## config.mk

```make
export PLATFORM = sky130hd
export DESIGN_NAME = bin2rns_sched
export DESIGN_NICKNAME = d
export VERILOG_FILES = /design/src/rtl/bin2rns_sched.sv
export SDC_FILE = /design/constraint.sdc
export NUM_CORES = 1
export LEC_CHECK = 0
export CORE_MARGIN = 3
export CORE_UTILIZATION = 51
export CTS_CLUSTER_SIZE = 14
export DETAILED_ROUTE_END_ITERATION = 7
export GPL_TIMING_DRIVEN = 0
export PLACE_DENSITY = 0.76
export SLEW_MARGIN = 20
export SYNTH_ARGS = -nofsm -noshare
export SYNTH_HDL_FRONTEND = slang
export SYNTH_SLANG_ARGS = --single-unit
```

## constraint.sdc

```tcl
create_clock -name clk -period 13.35 [get_ports clk]
set_clock_uncertainty 0.1 [all_clocks]
set_input_delay 2.67 -clock clk [delete_from_list [all_inputs] [get_ports clk]]
set_output_delay 2.67 -clock clk [all_outputs]
set_load 0.05 [all_outputs]
```

## src/rtl/bin2rns_sched.sv

```systemverilog
// Time-shared binary-to-RNS converter for moduli (32, 31, 21, 5): one radix-16 reducer walks the odd moduli.
// Define BIN2RNS_SCHED_RR_EN for round-robin arbitration; left undefined, requester 0 has fixed priority.
module bin2rns_sched #(
  parameter int DYN_SIZE = 16,
  parameter int MAX_MOD  = 5
) (
  input  logic                clk,
  input  logic                reset,
  input  logic                in_valid_0,
  input  logic                in_valid_1,
  input  logic [DYN_SIZE-1:0] in_data_0,
  input  logic [DYN_SIZE-1:0] in_data_1,
  output logic                in_ready_0,
  output logic                in_ready_1,
  output logic                out_valid,
  input  logic                out_ready,
  output logic                out_id,
  output logic [MAX_MOD-1:0]  out_mod_1,
  output logic [MAX_MOD-1:0]  out_mod_2,
  output logic [MAX_MOD-1:0]  out_mod_3,
  output logic [MAX_MOD-1:0]  out_mod_4,
  output logic                busy
);

  typedef enum logic [1:0] {IDLE, RUN, DONE} state_t;

  state_t              state;
  logic [DYN_SIZE-1:0] n;
  logic [MAX_MOD-1:0]  r;
  logic [1:0]          mod_sel;
  logic [1:0]          digit;
  logic                gnt_0;
  logic                gnt_1;
  logic [3:0]          nib;
  logic [8:0]          acc;
  logic [MAX_MOD-1:0]  red;

`ifdef BIN2RNS_SCHED_RR_EN
  logic prio;

  assign gnt_0 = in_valid_0 && (!in_valid_1 || !prio);
  assign gnt_1 = in_valid_1 && (!in_valid_0 || prio);

  always_ff @(posedge clk or negedge reset) begin
    if (!reset) begin
      prio <= 1'b0;
    end else if (in_ready_0) begin
      prio <= 1'b1;
    end else if (in_ready_1) begin
      prio <= 1'b0;
    end
  end
`else
  assign gnt_0 = in_valid_0;
  assign gnt_1 = in_valid_1 && !in_valid_0;
`endif

  // Grants are masked while reset is asserted so the ready outputs read 0 during reset.
  assign in_ready_0 = reset && (state == IDLE) && gnt_0;
  assign in_ready_1 = reset && (state == IDLE) && gnt_1;
  assign out_valid  = (state == DONE);
  assign busy       = (state != IDLE);

  always_comb begin
    nib = n[3:0];
    case (digit)
      2'd3:    nib = n[15:12];
      2'd2:    nib = n[11:8];
      2'd1:    nib = n[7:4];
      default: nib = n[3:0];
    endcase
  end

  // r < m <= 31 keeps 16*r + nibble within 9 bits.
  assign acc = {r, 4'b0000} + {5'b00000, nib};

  always_comb begin
    red = '0;
    case (mod_sel)
      2'd0:    red = MAX_MOD'(acc % 9'd31);
      2'd1:    red = MAX_MOD'(acc % 9'd21);
      default: red = MAX_MOD'(acc % 9'd5);
    endcase
  end

  always_ff @(posedge clk or negedge reset) begin
    if (!reset) begin
      state     <= IDLE;
      n         <= '0;
      r         <= '0;
      mod_sel   <= '0;
      digit     <= '0;
      out_id    <= 1'b0;
      out_mod_1 <= '0;
      out_mod_2 <= '0;
      out_mod_3 <= '0;
      out_mod_4 <= '0;
    end else begin
      case (state)
        IDLE: begin
          if (in_ready_0 || in_ready_1) begin
            n         <= in_ready_1 ? in_data_1 : in_data_0;
            out_id    <= in_ready_1;
            out_mod_1 <= in_ready_1 ? in_data_1[MAX_MOD-1:0] : in_data_0[MAX_MOD-1:0];
            r         <= '0;
            mod_sel   <= 2'd0;
            digit     <= 2'd3;
            state     <= RUN;
          end
        end
        RUN: begin
          if (digit == 2'd0) begin
            case (mod_sel)
              2'd0:    out_mod_2 <= red;
              2'd1:    out_mod_3 <= red;
              default: out_mod_4 <= red;
            endcase
            r       <= '0;
            digit   <= 2'd3;
            mod_sel <= mod_sel + 2'd1;
            if (mod_sel == 2'd2) begin
              state <= DONE;
            end
          end else begin
            r     <= red;
            digit <= digit - 2'd1;
          end
        end
        DONE: begin
          if (out_ready) begin
            state <= IDLE;
          end
        end
        default: state <= IDLE;
      endcase
    end
  end

endmodule

```

==> key figures, run 1 <==
Clock network
  • H-tree depth: 2
  • CTS tree: yes
  • Root buffer cell: clkbuf_8
  • Clk Latency, worst-skew pair: approximately 300 ps
  • Num CTS Buffers: 5
  • Worst-case clock buffer depth: 2
  • CTS Sinks: 43
  • Reg clk slew, reported paths: around 90 ps

Finish
  • Diodes inserted: 0
  • Number of fillers in the final layout: 637
  • Area delta synth->final: 23.2%
  • Layout net count: 609
  • Ratio of cells with drive above 1 in the final layout: under 10%
  • Area of the multi-input gates: roughly 2700 sq um
  • Register Area: ~1100 sq um

STA
  • Rel. slew slack: between 40% and 50%
  • Period utilization: 92.7%
  • Final setup viols: 0
  • Worst Tran Pin Value: ~860 ps
  • Min Tclk post-route: 12380 ps
  • Fin. Hold Viols: 0
  • Max Transition Viols Final: 0
  • RSZ-0062 raised after global routing: false
  • Fmax: approximately 0.08 GHz
  • Setup TNS: 0 ps
  • Post-route setup slack: around 970 ps

Job
  • Maxcap violations: 0

Critical path
  • Arrival time worst endpoint: 12450 ps
  • Cell family with most CP delay: compound AO/OA/AOI/OAI gates
  • Worst setup path class: reg -> reg
  • Critical Path RT: 13430 ps
  • Crit-path max FO: 10
  • Buf+Inv Stages, Crit Path: 8
  • Delay of the slowest critical-path stage: 430 ps
  • Startpoint types: flip-flop
  • CP Capture Type: flip-flop
  • CP max-delay cell: a21oi_1
  • CP Depth: 52
  • R2R depth: 52

Route
  • Iter 0 DRT Violations: 329
  • Detail Route Antenna Nets: 0
  • Via density: between 6 and 7
  • WL final: 10700 um
  • Via count: between 3000 and 4000
  • WL/cell: around 17 um
  • DRT Pass-1 Iters: 5
  • DRC Markers: 0

Floorplan
  • Die X: about 94 um
  • Num ports: 62
  • Die area: 8860 sq um
  • Die Height: 94.1 um
  • Core ar.: 7410 sq um
  • Rows: 31
  • Initial Utilization: 53.5%

Synthesis
  • Top-count cell post-synth: nand2_1
  • Syn Inst Count: approximately 470
  • Avg Cell Area, Syn: 8.48 sq um
  • Post-synthesis async set-or-reset flop share: 100%
  • Unique masters post-synth: 70
  • Number of synthesized flops with an enable pin: 0
  • Top FF cell, synth: dfrtp_1
  • Area leader, netlist: dfrtp_1
  • Synth Net Count: 535
  • Commonest cells post-synth: 45 x nand2_1, 43 x dfrtp_1, 41 x nor2_1
  • Synth area leaders: dfrtp_1 27%, ha_1 8.8%, mux2i_1 6.6%
  • Synth Cell Area: 3960 sq um
  • Area share of the largest cell type after synthesis: 27.2%
  • Seq/Total Area, Yosys: 27.2%
  • Synth Register Bits: 43
  • Warnings from Yosys: 0

Place
  • Dpl hpwl: ~8400 um
  • Dpl ws: 98.6 ps
  • GP Congestion: 0.925
  • PortBufs: slightly above 60

Global routing
  • Gr ovfl total: 0
  • Number of global-route vias before repair: around 3700
  • First-pass GRT wire length: 17700 um
  • Largest net degree at the start of global routing: 26
  • Antenna violations before repair: 0
  • GRT Util Overall: 24.8%

Min path
  • Hold WC Path Type: reg -> reg
  • Hold Path Depth: 2

Run status
  • Outcome: complete, no violations
## kinds of logic (layout without fill, tap and decap cells)
logic type | Yosys count | count (layout) | share of synthesized area (%)
DFF | 43 | 43 | 27.2
AOI/OAI and AO/OA | 142 | 142 | 26.1
xor gates and xnor gates | 17 | 17 | 3.76
buffers and inverters | 50 | 125 | 5.53
muxes | 29 | 29 | 7.42
adders and majority gates | 31 | 31 | 10.4
and+or+nand+nor | 155 | 155 | 19.7
## tightest hold or removal path, delay by kind of cell (launching register included)
kind	cells	cell delay (ps)
compound gates	1	50
flops	1	360
simple gates	1	50
## metal layers
metal / global-route usage [%] / vias up / wire length, um
li1: - / 1882 / -
met1: 36.3 / 1863 / 5050
met2: 39.3 / 131 / 4910
met3: 4.25 / 14 / 638
met4: 3.13 / 0 / 92
met5: 0 / - / 0
## layout by cell type (no fill, tap or decap), types with 11 or more instances in the layout
cell type,n
inv_1,29
dfrtp_1,43
o21ai_0,13
clkbuf_1,12
nor2_1,40
nand2_1,45
ha_1,27
clkdlybuf4s50_1,60
mux2i_1,25
xnor2_1,12
a21oi_1,39
nand3_1,14
buf_4,11
## state kept, by name (all words and copies together), names as in the netlist
signal     cells
out_mod_4      5
r              5
state          2
out_id         1
n             12
digit          2
out_mod_2      5
mod_sel        2
out_mod_3      5
out_mod_1      4
## final timing paths
kind	start	end	slack (ps)
worst max-delay path	mod_sel[0]	out_mod_2[2]	970
worst min-delay path	out_mod_2[0]	out_mod_2[0]	400
worst max register to register	mod_sel[0]	out_mod_2[2]	970
worst min register to register	out_mod_2[0]	out_mod_2[0]	400
max in group asynchronous	reset	out_mod_3[1]	10420
min in group asynchronous	reset	out_mod_4[0]	2220
## what timing repair did
| item | CTS | global route |
|---|---|---|
| resized for setup | 0 | 8 |
| hold buffers | 0 | 0 |
| setup endpoints to repair | 0 | 20 |
| setup buffers | 0 | 5 |
## cell type report
type	instances	share of cell area, %
Multi-Input combinational cell	374	55.3
Sequential cell	43	22.1
Timing Repair Buffer	67	13.8
Tap cell	99	2.54
Inverter	31	2.46
Buffer	19	2.10
Clock buffer	6	1.49
Clock inverter	2	0.257
## stage by stage
stage	utilization (%)	instances	hold slack, ps	area (sq um)
3_5_place_dp	63.7	628	371	4720
4_1_cts	64.8	636	396	4800
2_1_floorplan	-	467	379	3960
6_report	65.8	641	398	4880
3_3_place_gp	63.4	627	374	4690
5_1_grt	65.8	641	426	4880
Power of run 1 is left out: the tool's default activity adds up to more than one toggle a clock period on the data nets, which glitch-free logic cannot reach.
==> run 2, diff against run 1 <==
--- a/config.mk
+++ b/config.mk
@@ -9,8 +9,9 @@
 export CORE_UTILIZATION = 51
 export CTS_CLUSTER_SIZE = 14
 export DETAILED_ROUTE_END_ITERATION = 7
+export DONT_BUFFER_PORTS = 1
 export GPL_TIMING_DRIVEN = 0
-export PLACE_DENSITY = 0.76
+export PLACE_DENSITY = 0.66
 export SLEW_MARGIN = 20
 export SYNTH_ARGS = -nofsm -noshare
 export SYNTH_HDL_FRONTEND = slang
==> run 2 against run 1 <==
Effect of this change: via count shrank 7.6%; critical path type unchanged; first-iteration DRC count shrank 56%; cell count shrank 9.7%; critical path depth is 1 higher; global-route usage fell by 1.4 points; critical endpoint is now out_mod_3[2]; sequential cell count unchanged; largest cell class unchanged; non-clock buffer count decreased by 62.
==> key figures, run 2 (synthesis gave the netlist of run 1 again) <==
STA
  • Final setup viols: 0 (unchanged)
  • Worst hold slack: 434 ps (+36.2 ps)
  • Worst Tran Pin Value: 995 ps (+137 ps)
  • Min Tclk post-route: 12410 ps (+35.6 ps)
  • Fmax: 0.0806 GHz (-0.29%)
  • Fin. Hold Viols: 0 (unchanged)
  • Rel. slew slack: 33.5% (-8.8 points)
  • Period utilization: 93.0% (+0.27 points)
  • Post-route setup slack: 939 ps (-35.6 ps)
  • Max Transition Viols Final: 0 (unchanged)

Route
  • DRC Markers: 0 (unchanged)
  • Detail Route Antenna Nets: 0 (unchanged)
  • Via density: 6.21 (+2.3%)
  • WL/cell: 17.4 um (+4.4%)
  • DRT Pass-1 Iters: 4 (-1)
  • Iter 0 DRT Violations: 146 (-56%)
  • WL final: 10100 um (-5.7%)
  • Via count: 3594 (-7.6%)

Critical path
  • R2R depth: 53 (+1.9%)
  • CP Capture Type: flip-flop
  • Reg-to-reg endpoint: out_mod_3[2]
  • Critical Path RT: 13450 ps (+20 ps)
  • Delay of the slowest critical-path stage: 410 ps (-20 ps)
  • Critical Path Most Common Cell: ha_1
  • R2R Path Start: mod_sel[0]
  • Worst setup path class: reg -> reg
  • R2r setup slk: 940 ps (-40 ps)
  • Arrival time worst endpoint: 12510 ps (+60 ps)
  • Startpoint types: flip-flop
  • CP max-delay cell: dfrtp_1
  • Crit-path max FO: 10 (unchanged)

Floorplan
  • Die area: 8860 sq um (unchanged)
  • Die Height: 94.1 um (unchanged)
  • Core ar.: 7410 sq um (unchanged)
  • Num ports: 62 (unchanged)
  • Initial Utilization: 53.5% (unchanged)
  • Die X: 94.1 um (unchanged)
  • Rows: 31 (unchanged)

Finish
  • Register Area: 1080 sq um (unchanged)
  • Util after Layout: 57.4% (-8.4 points)
  • Final instance area: 4250 sq um (-13%)
  • Largest register FFs: 12 (unchanged)
  • Ratio of cells with drive above 1 in the final layout: 10.0% (+1.3 points)
  • Biggest register: n
  • Diodes inserted: 0 (unchanged)
  • Area of the multi-input gates: 2690 sq um (-0.19%)
  • Commonest cells after routing, fill and taps aside: 45 x nand2_1, 43 x dfrtp_1, 40 x nor2_1
  • Number of fillers in the final layout: 700 (+9.9%)
  • Commonest non-fill, non-tap cell in the layout: nand2_1
  • Layout net count: 547 (-10%)
  • Area delta synth->final: 7.42%

Min path
  • Hold WC Path Type: reg -> reg
  • Worst Hold Path EP: mod_sel[0]
  • Hold Path Depth: 1 (-1)
  • Hold Crit Start: mod_sel[0]

Clock network
  • Root buffer cell: clkbuf_8
  • Reg clk slew, reported paths: 90 ps (about the same)
  • H-tree depth: 2 (unchanged)
  • Num CTS Buffers: 5 (unchanged)
  • CTS Sinks: 43 (unchanged)
  • Worst-case clock buffer depth: 2 (unchanged)
  • Clk Latency, worst-skew pair: 290 ps (about the same)
  • CTS tree: yes

Place
  • Post-DP Area: 4080 sq um (-13%)
  • PortBufs: 0 (-100%)
  • GP Congestion: 0.856 (-7.5%)
  • Dpl hpwl: 7800 um (-7.1%)
  • Dpl ws: 130 ps (+31.8 ps)

Global routing
  • Largest net degree at the start of global routing: 46 (+77%)
  • Number of global-route vias before repair: 3471 (-5.0%)
  • Gr ovfl total: 0 (unchanged)
  • Antenna violations before repair: 0 (unchanged)
  • GRT Util Overall: 23.4% (-1.4 points)
  • First-pass GRT wire length: 16800 um (-5.1%)

Run status
  • Outcome: complete, no violations

Job
  • Maxcap violations: 0 (unchanged)
-- run 2: worst max path at each step --
stage | slack (ps) | from | depth (start not counted) | endpoint
floorplan | 2420 | mod_sel[0] | 51 | out_mod_2[2]
global placement | 330 | mod_sel[0] | 52 | out_mod_2[2]
detailed placement | 130 | mod_sel[0] | 52 | out_mod_3[2]
CTS | 60 | mod_sel[0] | 52 | out_mod_3[2]
global route | -50 | mod_sel[0] | 53 | out_mod_3[2]
finish | 940 | mod_sel[0] | 53 | out_mod_3[2]
-- run 2: per-layer routing --
| layer | routed length, um | track usage, % | vias to the layer above |
|---|---|---|---|
| met4 | 169 | 6.02 | 0 |
| met2 | 4880 | 39.8 | 97 |
| met5 | 0 | 0 | - |
| li1 | - | - | 1752 |
| met1 | 4600 | 31.2 | 1730 |
| met3 | 430 | 3.13 | 15 |
-- run 2: critical path, delay by kind of cell, from the launching register on --
kind | cells | cell delay [ps]
flip-flops | 1 | 410
XOR/XNOR | 3 | 900
AO/OA/AOI/OAI | 18 | 4460
multiplexers | 2 | 660
AND/OR/NAND/NOR | 13 | 2200
buffers and inverters | 9 | 990
adder cells (fa/ha/maj) | 8 | 2530
-- run 2: cell type report --
class                      instances  area share (%)
clock inverter                     2           0.382
timing repair buffer               5           0.882
multi-input combinational        374            63.3
tap                               99            2.91
clock buffer                       6            1.94
buffer                            19            2.44
sequential                        43            25.3
inverter                          31            2.82
-- run 2: per-stage QoR --
step                      setup TNS, ps  instances
final                                 0        579
after global placement                0        566
after floorplan                       0        467
after CTS                             0        574
after global routing              -75.9        579
after detailed placement              0        566
-- run 2: what timing repair did --
item                                    in CTS  in global routing
setup buffers                                0                  5
hold buffers                                 0                  0
gates resized for setup                      0                  8
endpoints found under the setup margin       0                 20
Power of run 2 is left out for the same reason.
==> run 3, diff against run 2 <==
--- a/config.mk
+++ b/config.mk
@@ -5,13 +5,15 @@
 export SDC_FILE = /design/constraint.sdc
 export NUM_CORES = 1
 export LEC_CHECK = 0
+export CELL_PAD_IN_SITES_DETAIL_PLACEMENT = 0
+export CELL_PAD_IN_SITES_GLOBAL_PLACEMENT = 2
 export CORE_MARGIN = 3
-export CORE_UTILIZATION = 51
+export CORE_UTILIZATION = 39
 export CTS_CLUSTER_SIZE = 14
 export DETAILED_ROUTE_END_ITERATION = 7
 export DONT_BUFFER_PORTS = 1
 export GPL_TIMING_DRIVEN = 0
-export PLACE_DENSITY = 0.66
+export PLACE_DENSITY_LB_ADDON = 0.1
 export SLEW_MARGIN = 20
 export SYNTH_ARGS = -nofsm -noshare
 export SYNTH_HDL_FRONTEND = slang
==> run 3 against run 2 <==
Effect of this change: critical path depth fell by 1; non-clock buffer count fell by 4; core utilization fell by 14 points; largest cell class unchanged; highest routed layer unchanged; register-to-register slack improved by 380 ps.
==> key figures, run 3 (synthesis gave the netlist of run 1 again) <==
Clock network
  • Worst-case clock buffer depth: 2 (unchanged)
  • CTS Sinks: 43 (unchanged)
  • Clk Latency, worst-skew pair: 300 ps (about the same)
  • Root buffer cell: clkbuf_8
  • Num CTS Buffers: 5 (unchanged)
  • # hold bufs at CTS: 0 (unchanged)
  • H-tree depth: 2 (unchanged)
  • CTS tree: yes
  • Reg clk slew, reported paths: 90 ps (about the same)

Finish
  • Largest register FFs: 12 (unchanged)
  • Commonest cells after routing, fill and taps aside: 45 x nand2_1, 43 x dfrtp_1, 40 x nor2_1
  • Diodes inserted: 0 (unchanged)
  • Biggest register: n
  • Area of the multi-input gates: 2710 sq um (+0.42%)
  • Util after Layout: 43.8% (-14 points)
  • Register Area: 1080 sq um (unchanged)
  • Number of fillers in the final layout: 1035 (+48%)
  • Ratio of cells with drive above 1 in the final layout: 9.66% (-0.34 points)
  • Layout net count: 543 (-0.73%)
  • Area delta synth->final: 8.59%
  • Commonest non-fill, non-tap cell in the layout: nand2_1

Critical path
  • Critical Path RT: 13460 ps (about the same)
  • R2R depth: 52 (-1.9%)
  • Buf+Inv Stages, Crit Path: 7 (-2)
  • CP endpoint: out_mod_2[2]
  • Crit-path max FO: 10 (unchanged)
  • Delay of the slowest critical-path stage: 420 ps (about the same)
  • Worst setup path class: reg -> reg
  • Startpoint types: flip-flop
  • CP Capture Type: flip-flop
  • Cell family with most CP delay: compound AO/OA/AOI/OAI gates
  • Arrival time worst endpoint: 12140 ps (-370 ps)
  • CP Depth: 52 (-1.9%)
  • Reg-to-reg endpoint: out_mod_2[2]
  • R2r setup slk: 1320 ps (+380 ps)
  • Critical path startpoint: mod_sel[0]
  • CP max-delay cell: mux2i_2
  • R2R Path Start: mod_sel[0]
  • Critical Path Most Common Cell: ha_1

Route
  • Detail Route Antenna Nets: 0 (unchanged)
  • WL final: 10500 um (+4.2%)
  • DRT Pass-1 Iters: 4 (unchanged)
  • Iter 0 DRT Violations: 186 (+27%)
  • Via count: 3473 (-3.4%)
  • Via density: 5.70 (-8.1%)
  • DRC Markers: 0 (unchanged)
  • WL/cell: 17.3 um (-0.90%)

STA
  • Rel. slew slack: 33.3% (-0.19 points)
  • Post-route setup slack: 1320 ps (+379 ps)
  • Setup TNS: 0 ps (unchanged)
  • Worst Tran Pin Value: 998 ps (+2.86 ps)
  • Final setup viols: 0 (unchanged)
  • Fin. Hold Viols: 0 (unchanged)
  • Period utilization: 90.1% (-2.8 points)
  • Max Transition Viols Final: 0 (unchanged)
  • Min Tclk post-route: 12030 ps (-379 ps)
  • Fmax: 0.0831 GHz (+3.1%)
  • RSZ-0062 raised after global routing: false
  • Worst hold slack: 436 ps (+1.63 ps)

Global routing
  • Gr ovfl total: 0 (unchanged)
  • Antenna violations before repair: 0 (unchanged)
  • Number of global-route vias before repair: 3487 (+0.46%)
  • First-pass GRT wire length: 17500 um (+4.4%)
  • GRT Util Overall: 19.0% (-4.4 points)
  • Largest net degree at the start of global routing: 46 (unchanged)

Floorplan
  • Die X: 107 um (+13%)
  • Die Height: 107 um (+13%)
  • Rows: 36 (+16%)
  • Initial Utilization: 40.3% (-13 points)
  • Num ports: 62 (unchanged)
  • Core ar.: 9820 sq um (+33%)
  • Die area: 11400 sq um (+29%)

Place
  • Dpl hpwl: 8180 um (+5.0%)
  • PortBufs: 0 (unchanged)
  • GP Congestion: 0.830 (-3.0%)
  • Dpl ws: -22.2 ps (-153 ps)

Min path
  • Hold WC Path Type: reg -> reg
  • Hold Path Depth: 1 (unchanged)

Job
  • Maxcap violations: 0 (unchanged)

Run status
  • Outcome: complete, no violations
==> run 3: timing repair <==
item                       CTS  global route
setup endpoints to repair    8            20
setup buffers                1             0
cloned                       0             0
resized for setup            1             9
==> run 3: how the worst min path moves through the flow <==
stage,endpoint,start,slack [ps]
floorplan,r[4],r[4],380
global placement,r[4],r[4],410
detailed placement,r[4],r[4],420
CTS,mod_sel[0],mod_sel[0],440
global route,mod_sel[0],mod_sel[0],490
finish,mod_sel[0],mod_sel[0],440
==> run 3: stage by stage <==
step,area [sq um],cells
3_3_place_gp,4130,600
5_1_grt,4300,609
2_1_floorplan,3960,467
3_5_place_dp,4130,600
4_1_cts,4260,609
6_report,4300,609
==> run 3: layout make-up <==
class	count	share of cell area (%)
multi-input cells	374	62.9
clock inverters	2	0.902
well taps	133	3.87
flip-flops and latches	43	25.0
repair buffers	1	0.175
clock buffers	6	1.92
plain buffers	19	2.41
inverters	31	2.79
==> run 3: worst register-to-register path: cells and delay by family, from the launching register on <==
kind	cells	cell delay, ps
flops	1	410
buf+inv	7	750
simple gates	14	2370
fa+ha+maj	9	2750
compound gates	17	4020
mux	2	730
xor+xnor	3	840
==> run 3: metal layers <==
layer | up-vias | global-route usage, % | share of wire [%]
met3 | 8 | 3.61 | 4.1
met5 | - | 0 | 0
met4 | 0 | 5.11 | 1.2
met1 | 1643 | 26.1 | 48
met2 | 67 | 30.7 | 47
li1 | 1755 | - | -
Power of run 3 is left out for the same reason.
